[config.mk]
export PLATFORM = sky130hd
export DESIGN_NAME = alu
export DESIGN_NICKNAME = d
export VERILOG_FILES = /design/src/rtl/alu_pkg.sv /design/src/rtl/alu_divider.sv /design/src/rtl/alu.sv
export SDC_FILE = /design/constraint.sdc
export NUM_CORES = 1
export LEC_CHECK = 0
export CAP_MARGIN = 30
export CORE_MARGIN = 1.5
export CORE_UTILIZATION = 32
export CTS_CLUSTER_DIAMETER = 100
export DETAILED_ROUTE_END_ITERATION = 10
export SYNTH_ARGS = -nofsm -noshare
export SYNTH_HDL_FRONTEND = slang
export SYNTH_HIERARCHICAL = 1
export SYNTH_SLANG_ARGS = --single-unit
[constraint.sdc]
create_clock -name clk -period 32.6 [get_ports clk]
set_clock_uncertainty 0.15 [all_clocks]
set_input_delay 9.78 -clock clk [delete_from_list [all_inputs] [get_ports clk]]
set_output_delay 9.78 -clock clk [all_outputs]
set_load 0.005 [all_outputs]
[src/rtl/alu_pkg.sv]
// Shared ALU definitions: default datapath width and the opcode map.
package alu_pkg;

  localparam int ALU_WIDTH = 8;

  typedef enum logic [2:0] {
    OP_ADD = 3'd0,
    OP_SUB = 3'd1,
    OP_MUL = 3'd2,
    OP_DIV = 3'd3,
    OP_AND = 3'd4,
    OP_OR  = 3'd5,
    OP_XOR = 3'd6,
    OP_NOT = 3'd7
  } op_e;

endpackage

[src/rtl/alu_divider.sv]
// Combinational unsigned divider: quotient plus divide-by-zero flag.
// A zero divisor forces an all-ones quotient.
module alu_divider #(
  parameter int WIDTH = 8
) (
  input  logic [WIDTH-1:0] a,
  input  logic [WIDTH-1:0] b,
  output logic [WIDTH-1:0] quo,
  output logic             dbz
);

  always_comb begin
    dbz = (b == '0);
    quo = '1;
    if (!dbz) quo = a / b;
  end

endmodule

[src/rtl/alu.sv]
// Single-cycle ALU: combinational datapath feeding a result/flag register.
// Inputs are accepted only on edges with in_valid high.
module alu
  import alu_pkg::*;
#(
  parameter int WIDTH = ALU_WIDTH
) (
  input  logic             clk,
  input  logic             rst,
  input  logic [WIDTH-1:0] A,
  input  logic [WIDTH-1:0] B,
  input  logic [2:0]       op,
  input  logic             in_valid,
  output logic [WIDTH-1:0] out,
  output logic             out_valid,
  output logic             carry,
  output logic             zero
);

  logic [WIDTH:0]     sum;
  logic [WIDTH:0]     diff;
  logic [2*WIDTH-1:0] prod;
  logic [WIDTH-1:0]   quo;
  logic               dbz;
  logic [WIDTH-1:0]   res;
  logic               res_c;

  alu_divider #(.WIDTH(WIDTH)) u_div (
    .a   (A),
    .b   (B),
    .quo (quo),
    .dbz (dbz)
  );

  // One extra bit on add/sub exposes carry-out and borrow directly.
  assign sum  = {1'b0, A} + {1'b0, B};
  assign diff = {1'b0, A} - {1'b0, B};
  assign prod = {{WIDTH{1'b0}}, A} * {{WIDTH{1'b0}}, B};

  always_comb begin
    res   = '0;
    res_c = 1'b0;
    case (op)
      OP_ADD: begin
        res   = sum[WIDTH-1:0];
        res_c = sum[WIDTH];
      end
      OP_SUB: begin
        res   = diff[WIDTH-1:0];
        res_c = diff[WIDTH];
      end
      OP_MUL: begin
        res   = prod[WIDTH-1:0];
        res_c = |prod[2*WIDTH-1:WIDTH];
      end
      OP_DIV: begin
        res   = quo;
        res_c = dbz;
      end
      OP_AND:  res = A & B;
      OP_OR:   res = A | B;
      OP_XOR:  res = A ^ B;
      OP_NOT:  res = ~A;
      default: res = '0;
    endcase
  end

  always_ff @(posedge clk) begin
    if (rst) begin
      out       <= '0;
      carry     <= 1'b0;
      zero      <= 1'b0;
      out_valid <= 1'b0;
    end else if (in_valid) begin
      out       <= res;
      carry     <= res_c;
      zero      <= (res == '0);
      out_valid <= 1'b1;
    end else begin
      out_valid <= 1'b0;
    end
  end

endmodule

==> summary.md, run 1 <==
| Metric | Value |
|---|---|
| Status | finished, final reports clean |
| Startpoint type of the worst setup path | primary input |
| I/O Buffers | 32 |
| Part of the power in combinational logic | between 80% and 90% |
| Post-Syn Area per Cell | 7.68 µm² |
| Worst-Margin Slew | between 0.8 and 0.9 ns |
| Inserted Diodes | 0 |
| Total GRT Usage | around 17% |
| Mean routed wirelength per cell | 16.0 µm |
| Peak VDD IR | about 0.025 mV |
| TritonCTS Sinks | 11 |
| Critical-path top delay cell | or4_4 |
| Synth area leaders | ha_1 (23%), fa_1 (14%), inv_1 (7.0%) |
| TritonCTS buffer count | 3 |
| Top_reg_cell synth | dfxtp_1 |
| Simple-Gate Fraction of Synth Area | just under 20% |
| Worst-case clock buffer depth | 2 |
| R2r setup slk | ~32 ns |
| R2r startpoint | carry |
| Post-synthesis mux area share | under 10% |
| Clk_lat worst skew | between 0.2 and 0.25 ns |
| Cell Int Power | 0.103 mW |
| Mapped cell area | 5330 µm² |
| Final HPWL DP | approximately 12000 µm |
| PwrDens | 34.0 nW/µm² |
| Yosys cell types | 75 |
| Tcrit/Tclk final | 70.5% |
| Min-delay worst type | register to register |
| Post-Synthesis Cells | a little under 700 |
| RSZ-0062 raised after global routing | no |
| Clk root buf | clkbuf_16 |
| Remaining Overflow, GRT | 0 |
| Pre-CTS setup slack | around 9.5 ns |
| First-pass GRT wire length | 25000 µm |
| Largest family of logic cells by synthesized area | adder cells |
| Post-synth ARST share | 0% |
| Initial antenna violation count | 0 |
| Sw Ratio | approximately half |
| Crit path buf inv count | 1 |
| I/O pins | 33 |
| Final hold viol count | 0 |
| Layout cells sized above 1 | under 10% |
| Area delta synth->final | 11.2% |
| Part of the power in the clock network | 11.0% |
| Fmax | between 0.04 and 0.05 GHz |
| Seq/Total Area, Yosys | roughly 4.1% |
| Post-route DRC violation count | 0 |
| Critical path required time | approximately 33 ns |
| Final setup fails | 0 |
| Core Region | roughly 16000 µm² |
| Die area | about 17000 µm² |
| R2R depth | 3 |
| Reg-to-Reg End | carry |
| Xor/xnor share of the synthesized area | 3.29% |
| Total net switching power | 0.0984 mW |
| Sequential power share | between 7 and 8% |
| Post-synth top area share | a little under a quarter |
| Row count | 46 |
| Worst Slack Setup Final | 9.60 ns |
| Routability cong. | around 0.9 |
| Clock Pin Slew Worst Setup and Hold Paths | approximately 0.040 ns |
| Synth warnings | 6 |
| Final antenna-violating net count | 0 |
| Vias in the first global route | between 5000 and 6000 |
| WHS Endpoint | out[7] |
| Hold Path Stages | 2 |
| Max-cap violation count | 0 |
| Largest net degree at the start of global routing | 31 |
| Hold_ws | between 0.3 and 0.4 ns |
| Worst path max stage delay | between 0.6 and 0.7 ns |
| Max-Slew Margin vs Limit | 44.1% |
| DIE HEIGHT | 132 µm |
| Largest area contributor in the netlist | ha_1 |
| Critical path peak fanout | 12 |
| Die X | ~130 µm |
| Compound-gate portion of the synthesized area | 20.9% |
| CTS tree | built |
| Vias per inst | between 5 and 6 |
| Vias | a little under 5000 |
| H-tree depth | 1 |
| Critical path type | primary input to register |
| Tmin final | 23.00 ns |
| CP delay by family, top | compound AO/OA/AOI/OAI gates |
| Worst EP arrival | between 20 and 25 ns |
| Detailed Routing Iterations Pass 1 | 5 |
| Post-synth EDFFs | 0 |
| Pleak | 2.83 nW |
| Total Power | a little over 0.2 mW |
| Nets | ~870 |
| Post-CTS setup buffers | 0 |
| Initial DRC count | about 350 |
| Syn nets | between 800 and 900 |
| Max Slew Vio Count | 0 |
| Setup TNS | 0 ns |
| Post-CTS sizing | 0 |
| # hold bufs at CTS | 0 |
| Yosys reg bits | 11 |
| Hold path start | out[7] |
| Worst setup EP type | register |
| Wirelength, routed | between 10000 and 15000 µm |
| Effective utilization at floorplan | about a third |
| Post-synthesis adder-cell area fraction | between 30% and 40% |
==> kinds of logic after synthesis <==
group                      count (synthesis)
and+or+nand+nor                          215
AOI/OAI and AO/OA                        163
adders and majority gates                135
buffers and inverters                    126
muxes                                     24
xor gates and xnor gates                  20
DFF                                       11
==> power groups by stage <==
| stage | combinational (mW) | clock [mW] | sequential (mW) |
|---|---|---|---|
| final | 0.164 | 0.0221 | 0.0152 |
| after floorplan | 0.125 | 0 | 0.0155 |
| after global routing | 0.187 | 0.0236 | 0.0154 |
| after CTS | 0.165 | 0.0223 | 0.0152 |
| after global placement | 0.163 | 0 | 0.0154 |
| after detailed placement | 0.163 | 0 | 0.0154 |
==> state kept, by name, indices dropped and copies added, names as in the netlist <==
signal and count:
zero 1, out 8, carry 1, out_valid 1
==> layout by cell type (no fill, tap or decap), types with 14 or more instances in the layout <==
master / instances
fa_1: 38
xnor2_1: 16
nand2_1: 47
o21ai_0: 21
inv_1: 100
clkdlybuf4s50_1: 32
nor3_1: 18
nand2b_1: 14
nor2_1: 78
ha_1: 97
a21oi_1: 41
==> area by class of cell <==
cell class | instances | area (µm²)
Clock buffer | 4 | 78.8
Fill cell | 1721 | 10100
Inverter | 104 | 390
Multi-Input combinational cell | 557 | 4630
Sequential cell | 11 | 220
Tap cell | 216 | 270
Timing Repair Buffer | 34 | 335
==> worst register-to-register path, delay by kind of cell (launching register included) <==
family	cells	cell delay, ns
AOI/OAI and AO/OA	3	0.46
DFF	1	0.33
==> how the worst max path moves through the flow <==
stage / startpoint / to / slack [ns] / depth (start not counted)
after floorplan: B[5] / zero / 11.69 / 49
after global placement: B[5] / zero / 9.90 / 48
after detailed placement: B[5] / zero / 9.53 / 48
after CTS: B[5] / zero / 9.71 / 48
after global routing: B[5] / zero / 8.79 / 50
final: B[5] / zero / 9.60 / 48
==> per-stage QoR <==
| stage | util (%) | cells | cell area (µm²) |
|---|---|---|---|
| 6_report | 36.9 | 926 | 5930 |
| 5_1_grt | 36.9 | 926 | 5930 |
| 4_1_cts | 36.9 | 926 | 5930 |
| 3_5_place_dp | 36.4 | 922 | 5850 |
| 3_3_place_gp | 36.4 | 922 | 5850 |
| 2_1_floorplan | - | 694 | 5330 |
==> cell usage after synthesis, drive strengths merged, types with 8 or more instances <==
cell type and count:
a211oi 12, nor2b 11, mux2i 8, dfxtp 11, inv 101, mux2 12
a21o 12, o21a 12, nor2 78, xnor2 16, nand2b 14, a21oi 41
nor3 18, fa 38, o21ai 26, clkbuf 17, ha 97, nand2 47
==> layer usage <==
| layer | vias to the layer above | share of wire, % | track usage [%] |
|---|---|---|---|
| li1 | 2445 | - | - |
| met1 | 2363 | 47 | 23.3 |
| met2 | 129 | 46 | 29.9 |
| met3 | 27 | 4.5 | 1.19 |
| met4 | 0 | 2.0 | 4.26 |
| met5 | - | 0 | 0 |
Note: power is estimated with default switching activity, not from simulation.
==> inputs of run 2 (changes only) <==
Clock period 32.6 ns to 23 ns, I/O delays scaled along.
==> run 2 against run 1 <==
Net effect: register-to-register slack worse by 9.6 ns; cell count did not move; clock power is 41% higher; non-clock buffer count is the same; routed wire length rose by 0.28%; sequential power is 41% higher; largest cell class unchanged.
==> summary.md, run 2 (synthesis gave the netlist of run 1 again) <==
| Metric | Value |
|---|---|
| Critical path peak fanout | 12 (unchanged) |
| Clock Pin Slew Worst Setup and Hold Paths | 0.04 ns (about the same) |
| Part of the power in combinational logic | 81.6% (about the same) |
| Die X | 132 µm (unchanged) |
| Reg with most FFs | out |
| Clk root buf | clkbuf_16 |
| Fmax | ~0.050 GHz |
| Die area | 17400 µm² (unchanged) |
| Post-CTS sizing | 0 (unchanged) |
| Max Slew Vio Count | 0 (unchanged) |
| Final hold viol count | 0 (unchanged) |
| Core Util, Final | 36.9% (unchanged) |
| Nets | 868 (unchanged) |
| TritonCTS Sinks | 11 (unchanged) |
| Sequential power share | 7.5% (about the same) |
| PwrDens | 48.2 nW/µm² (+42%) |
| RSZ-0062 raised after global routing | no |
| TritonCTS buffer count | 3 (unchanged) |
| Pleak | 2.83 nW (unchanged) |
| Total net switching power | 0.140 mW (+42%) |
| Sw Ratio | 48.9% (about the same) |
| Worst EP arrival | 20.14 ns (-2.89 ns) |
| Min-delay worst type | register to register |
| Worst setup EP type | register |
| Layout cells sized above 1 | 4.79% (unchanged) |
| Remaining Overflow, GRT | 0 (unchanged) |
| Effective utilization at floorplan | 33.2% (unchanged) |
| Critical path required time | 23.03 ns (-9.60 ns) |
| # hold bufs at CTS | 0 (unchanged) |
| I/O Buffers | 32 (unchanged) |
| Worst-case clock buffer depth | 2 (unchanged) |
| CTS tree | built |
| Setup TNS | 0 ns (unchanged) |
| Final antenna-violating net count | 0 (unchanged) |
| Critical path type | primary input to register |
| Vias | 4989 (+0.50%) |
| Commonest non-fill, non-tap cell in the layout | inv_1 |
| Most frequent cells in the layout | inv_1 (100), ha_1 (97), nor2_1 (78) |
| Max-Slew Margin vs Limit | 41.9% (-2.2 points) |
| Mean routed wirelength per cell | 16.0 µm (+0.28%) |
| Core Region | 16100 µm² (unchanged) |
| Total GRT Usage | 17.4% (+0.18 points) |
| Row count | 46 (unchanged) |
| Part of the power in the clock network | 10.9% (about the same) |
| DIE HEIGHT | 132 µm (unchanged) |
| First-pass GRT wire length | 25200 µm (+0.91%) |
| Most used cell along the critical path | a21oi_1 |
| Max FFs per register | 8 (unchanged) |
| Wirelength, routed | 14900 µm (+0.28%) |
| Fin cells | 926 (unchanged) |
| Max-cap violation count | 0 (unchanged) |
| Largest net degree at the start of global routing | 31 (unchanged) |
| Vias per inst | 5.39 (+0.50%) |
| Initial DRC count | 350 (-0.85%) |
| Post-CTS setup buffers | 0 (unchanged) |
| Area delta synth->final | 11.2% (unchanged) |
| Post-Place Cells | 922 (unchanged) |
| Hold_ws | 0.318 ns (+0.00112 ns) |
| Startpoint type of the worst setup path | primary input |
| Critical-path top delay cell | or4_4 |
| Detailed Routing Iterations Pass 1 | 5 (unchanged) |
| R2r setup slk | 21.96 ns (-9.59 ns) |
| Peak VDD IR | 0.0391 mV (+54%) |
| Worst path max stage delay | 0.64 ns (about the same) |
| Status | finished, final reports clean |
| Routability cong. | 0.898 (-0.19%) |
| H-tree depth | 1 (unchanged) |
| Clk_lat worst skew | 0.23 ns (about the same) |
| I/O pins | 33 (unchanged) |
| Worst-Margin Slew | 0.864 ns (+0.0324 ns) |
| Final setup fails | 0 (unchanged) |
| # fillers | 1705 (-0.93%) |
| Initial antenna violation count | 0 (unchanged) |
| Cell Area, Placed | 5850 µm² (unchanged) |
| Cell Int Power | 0.146 mW (+42%) |
| Post-route DRC violation count | 0 (unchanged) |
| Final HPWL DP | 12100 µm (+0.22%) |
| Tmin final | 20.11 ns |
| Tcrit/Tclk final | just under 90% |
| Inserted Diodes | 0 (unchanged) |
| Vias in the first global route | 4985 (-0.95%) |
| Design Area, Final | 5930 µm² (unchanged) |
[run 2: per-stage QoR]
stage               power, mW  worst slack (ns)
global route            0.321              2.02
global placement        0.253              3.17
CTS                     0.286              3.03
floorplan               0.199              4.97
finish                  0.286              2.89
detailed placement      0.253              2.81
[run 2: metal layers]
layer | share of wire (%) | vias to the layer above | global-route usage (%)
met3 | 4.5 | 26 | 1.38
met4 | 2.0 | 0 | 3.83
met2 | 46 | 138 | 30.0
li1 | - | 2451 | -
met5 | 0 | - | 0
met1 | 47 | 2374 | 23.7
[run 2: worst paths after layout]
path	from	endpoint	cells after the start
worst max-delay path	B[6]	zero	48
worst min register to register	out[7]	out[7]	2
worst min-delay path	out[7]	out[7]	2
worst max register to register	carry	carry	3
[run 2: final cells by class]
| type | count | area (µm²) | share of cell area [%] |
|---|---|---|---|
| multi-input combinational | 557 | 4630 | 78.2 |
| clock buffer | 4 | 78.8 | 1.33 |
| timing repair buffer | 34 | 335 | 5.66 |
| inverter | 104 | 390 | 6.59 |
| sequential | 11 | 220 | 3.72 |
| tap | 216 | 270 | 4.56 |
[run 2: power by group through the flow]
stage / combinational [mW] / sequential [mW] / clock (mW)
3_3_place_gp: 0.231 / 0.0218 / 0
5_1_grt: 0.266 / 0.0218 / 0.0333
6_report: 0.233 / 0.0215 / 0.0311
3_5_place_dp: 0.231 / 0.0219 / 0
4_1_cts: 0.233 / 0.0215 / 0.0317
2_1_floorplan: 0.177 / 0.0219 / 0
[run 2: worst max-delay path: cells and delay by family]
kind / cells / cell delay (ns)
AO/OA/AOI/OAI: 23 / 5.18
buffers and inverters: 1 / 0.59
AND/OR/NAND/NOR: 12 / 3.32
adder cells (fa/ha/maj): 7 / 2.08
multiplexers: 5 / 2.07
==> inputs of run 3 (changes only) <==
Settings changed: CORE_MARGIN 1.5 to 2.
==> run 3 against run 2 <==
Net effect: die area rose by 1.5%; flip-flop and latch count did not move; first-iteration DRC count rose by 12%; global-route usage fell by 0.40 points; sequential power barely moved; sequential share of layout area barely moved; cell count rose by 0.43%; via count fell by 0.32%; non-clock buffer count did not move; register-to-register slack barely moved; worst hold slack improved by 0.0048 ns; critical path depth did not move; critical endpoint unchanged.
==> summary.md, run 3 (synthesis gave the netlist of run 1 again) <==
| Metric | Value |
|---|---|
| Largest net degree at the start of global routing | 31 (unchanged) |
| Routability cong. | 0.871 (-3.1%) |
| Core Region | 16400 µm² (+2.2%) |
| Met2 Resource Use GR | 28.3% (-1.7 points) |
| H-tree depth | 1 (unchanged) |
| Peak VDD IR | 0.0304 mV (-22%) |
| R2r startpoint | carry |
| Worst setup endpoint | zero |
| Worst setup EP type | register |
| TritonCTS Sinks | 11 (unchanged) |
| Reg with most FFs | out |
| CTS tree | built |
| Worst-case clock buffer depth | 2 (unchanged) |
| Clock Pin Slew Worst Setup and Hold Paths | 0.04 ns (about the same) |
| Status | finished, final reports clean |
| Final setup fails | 0 (unchanged) |
| Total GRT Usage | 17.0% (-0.40 points) |
| Post-Place Cells | 926 (+0.43%) |
| Fin cells | 930 (+0.43%) |
| First-pass GRT wire length | 24700 µm (-1.8%) |
| PwrDens | 48.4 nW/µm² (+0.33%) |
| # hold bufs at CTS | 0 (unchanged) |
| Clk_lat worst skew | 0.24 ns (about the same) |
| Initial DRC count | 392 (+12%) |
| Final hold viol count | 0 (unchanged) |
| Inserted Diodes | 0 (unchanged) |
| # fillers | 1717 (+0.70%) |
| Critical path required time | 23.03 ns (about the same) |
| Area delta synth->final | 11.3% (about the same) |
| I/O Buffers | 32 (unchanged) |
| Die X | 133 µm (+0.76%) |
| Startpoint type of the worst setup path | primary input |
| R2R depth | 3 (unchanged) |
| Pleak | 2.83 nW (unchanged) |
| Final HPWL DP | 12000 µm (-0.98%) |
| Max-Slew Margin vs Limit | 41.7% (-0.26 points) |
| Post-route DRC violation count | 0 (unchanged) |
| GRT met3 Usage | 1.65% (+0.26 points) |
| Commonest non-fill, non-tap cell in the layout | inv_1 |
| Row count | 47 (+2.2%) |
| Max-cap violation count | 0 (unchanged) |
| Hold path start | out[4] |
| Layout cells sized above 1 | 4.79% (unchanged) |
| Vias in the first global route | 4867 (-2.4%) |
| Reg-to-Reg End | carry |
| Setup TNS | 0 ns (unchanged) |
| R2r setup slk | 21.97 ns (about the same) |
| Busiest grt layer | met2 |
| Fmax | 0.0500 GHz (+0.60%) |
| RSZ-0062 raised after global routing | no |
| Launch point of the critical path | B[5] |
| Die area | 17700 µm² (+1.5%) |
| Worst-Margin Slew | 0.868 ns (+0.00383 ns) |
| Post-CTS setup buffers | 0 (unchanged) |
| Max FFs per register | 8 (unchanged) |
| Tcrit/Tclk final | 86.9% (-0.52 points) |
| Final antenna-violating net count | 0 (unchanged) |
| Max Slew Vio Count | 0 (unchanged) |
| Most used cell along the critical path | a21oi_1 |
| Mean routed wirelength per cell | 15.9 µm (-0.90%) |
| Min-delay worst type | register to register |
| Critical path peak fanout | 12 (unchanged) |
| Critical-path top delay cell | or4_4 |
| Worst path max stage delay | 0.66 ns (+0.02 ns) |
| Vias | 4973 (-0.32%) |
| Effective utilization at floorplan | 32.5% (-0.71 points) |
| Post-CTS sizing | 0 (unchanged) |
| I/O pins | 33 (unchanged) |
| Vias per inst | 5.35 (-0.75%) |
| Met1 usage | 24.0% (+0.26 points) |
| TritonCTS buffer count | 3 (unchanged) |
| Nets | 868 (unchanged) |
| Critical path type | primary input to register |
| DIE HEIGHT | 133 µm (+0.76%) |
| Worst EP arrival | 20.03 ns (-0.11 ns) |
| Remaining Overflow, GRT | 0 (unchanged) |
| Detailed Routing Iterations Pass 1 | 5 (unchanged) |
| Initial antenna violation count | 0 (unchanged) |
| Tmin final | 19.99 ns (-0.121 ns) |
| Clk root buf | clkbuf_16 |
| Most frequent cells in the layout | inv_1 (100), ha_1 (97), nor2_1 (78) |
| Wirelength, routed | 14800 µm (-0.47%) |
## run 3: cell counts in the layout (fill, tap and decap cells not counted)
No cell type changed its count.
## run 3: routing by layer
metal	vias to the layer above	wire length [µm]
met3	23	814
met2	154	6720
met4	0	264
li1	2438	-
met1	2358	6990
met5	-	0
## run 3: critical path: cells and delay by family
family / cells / cell delay, ns
AOI/OAI and AO/OA: 23 / 5.12
and+or+nand+nor: 12 / 3.32
adders and majority gates: 7 / 2.07
muxes: 5 / 2.04
buffers and inverters: 1 / 0.59
## run 3: final cells by class
class	instances	area, µm²	area share [%]
repair buffers	34	335	5.65
inverters	104	390	6.58
well taps	220	275	4.64
clock buffers	4	78.8	1.33
multi-input cells	557	4630	78.1
flip-flops and latches	11	220	3.71
## run 3: how the worst min path moves through the flow
stage	endpoint	cells past startpoint	slack, ns
after floorplan	out[4]	2	0.32
after global placement	out[4]	2	0.31
after detailed placement	out[7]	2	0.32
after CTS	out[4]	2	0.32
after global routing	out[4]	2	0.36
final	out[4]	2	0.32
## run 3: metrics by stage
step	utilization (%)	setup slack [ns]	power [mW]	area [µm²]	hold slack (ns)
final	36.2	3.01	0.287	5930	0.323
after global routing	36.2	2.20	0.320	5930	0.359
after CTS	36.2	3.12	0.287	5930	0.323
after detailed placement	35.7	2.89	0.254	5850	0.316
after global placement	35.7	3.21	0.252	5850	0.312
after floorplan	-	4.97	0.199	5330	0.316
## run 3: where the power goes
group / internal (mW) / leakage, nW / total, mW / switching (mW)
logic: 0.102 / 2.70 / 0.234 / 0.132
registers: 0.0207 / 0.0908 / 0.0215 / 0.000733
clock network: 0.0233 / 0.0382 / 0.0317 / 0.00849
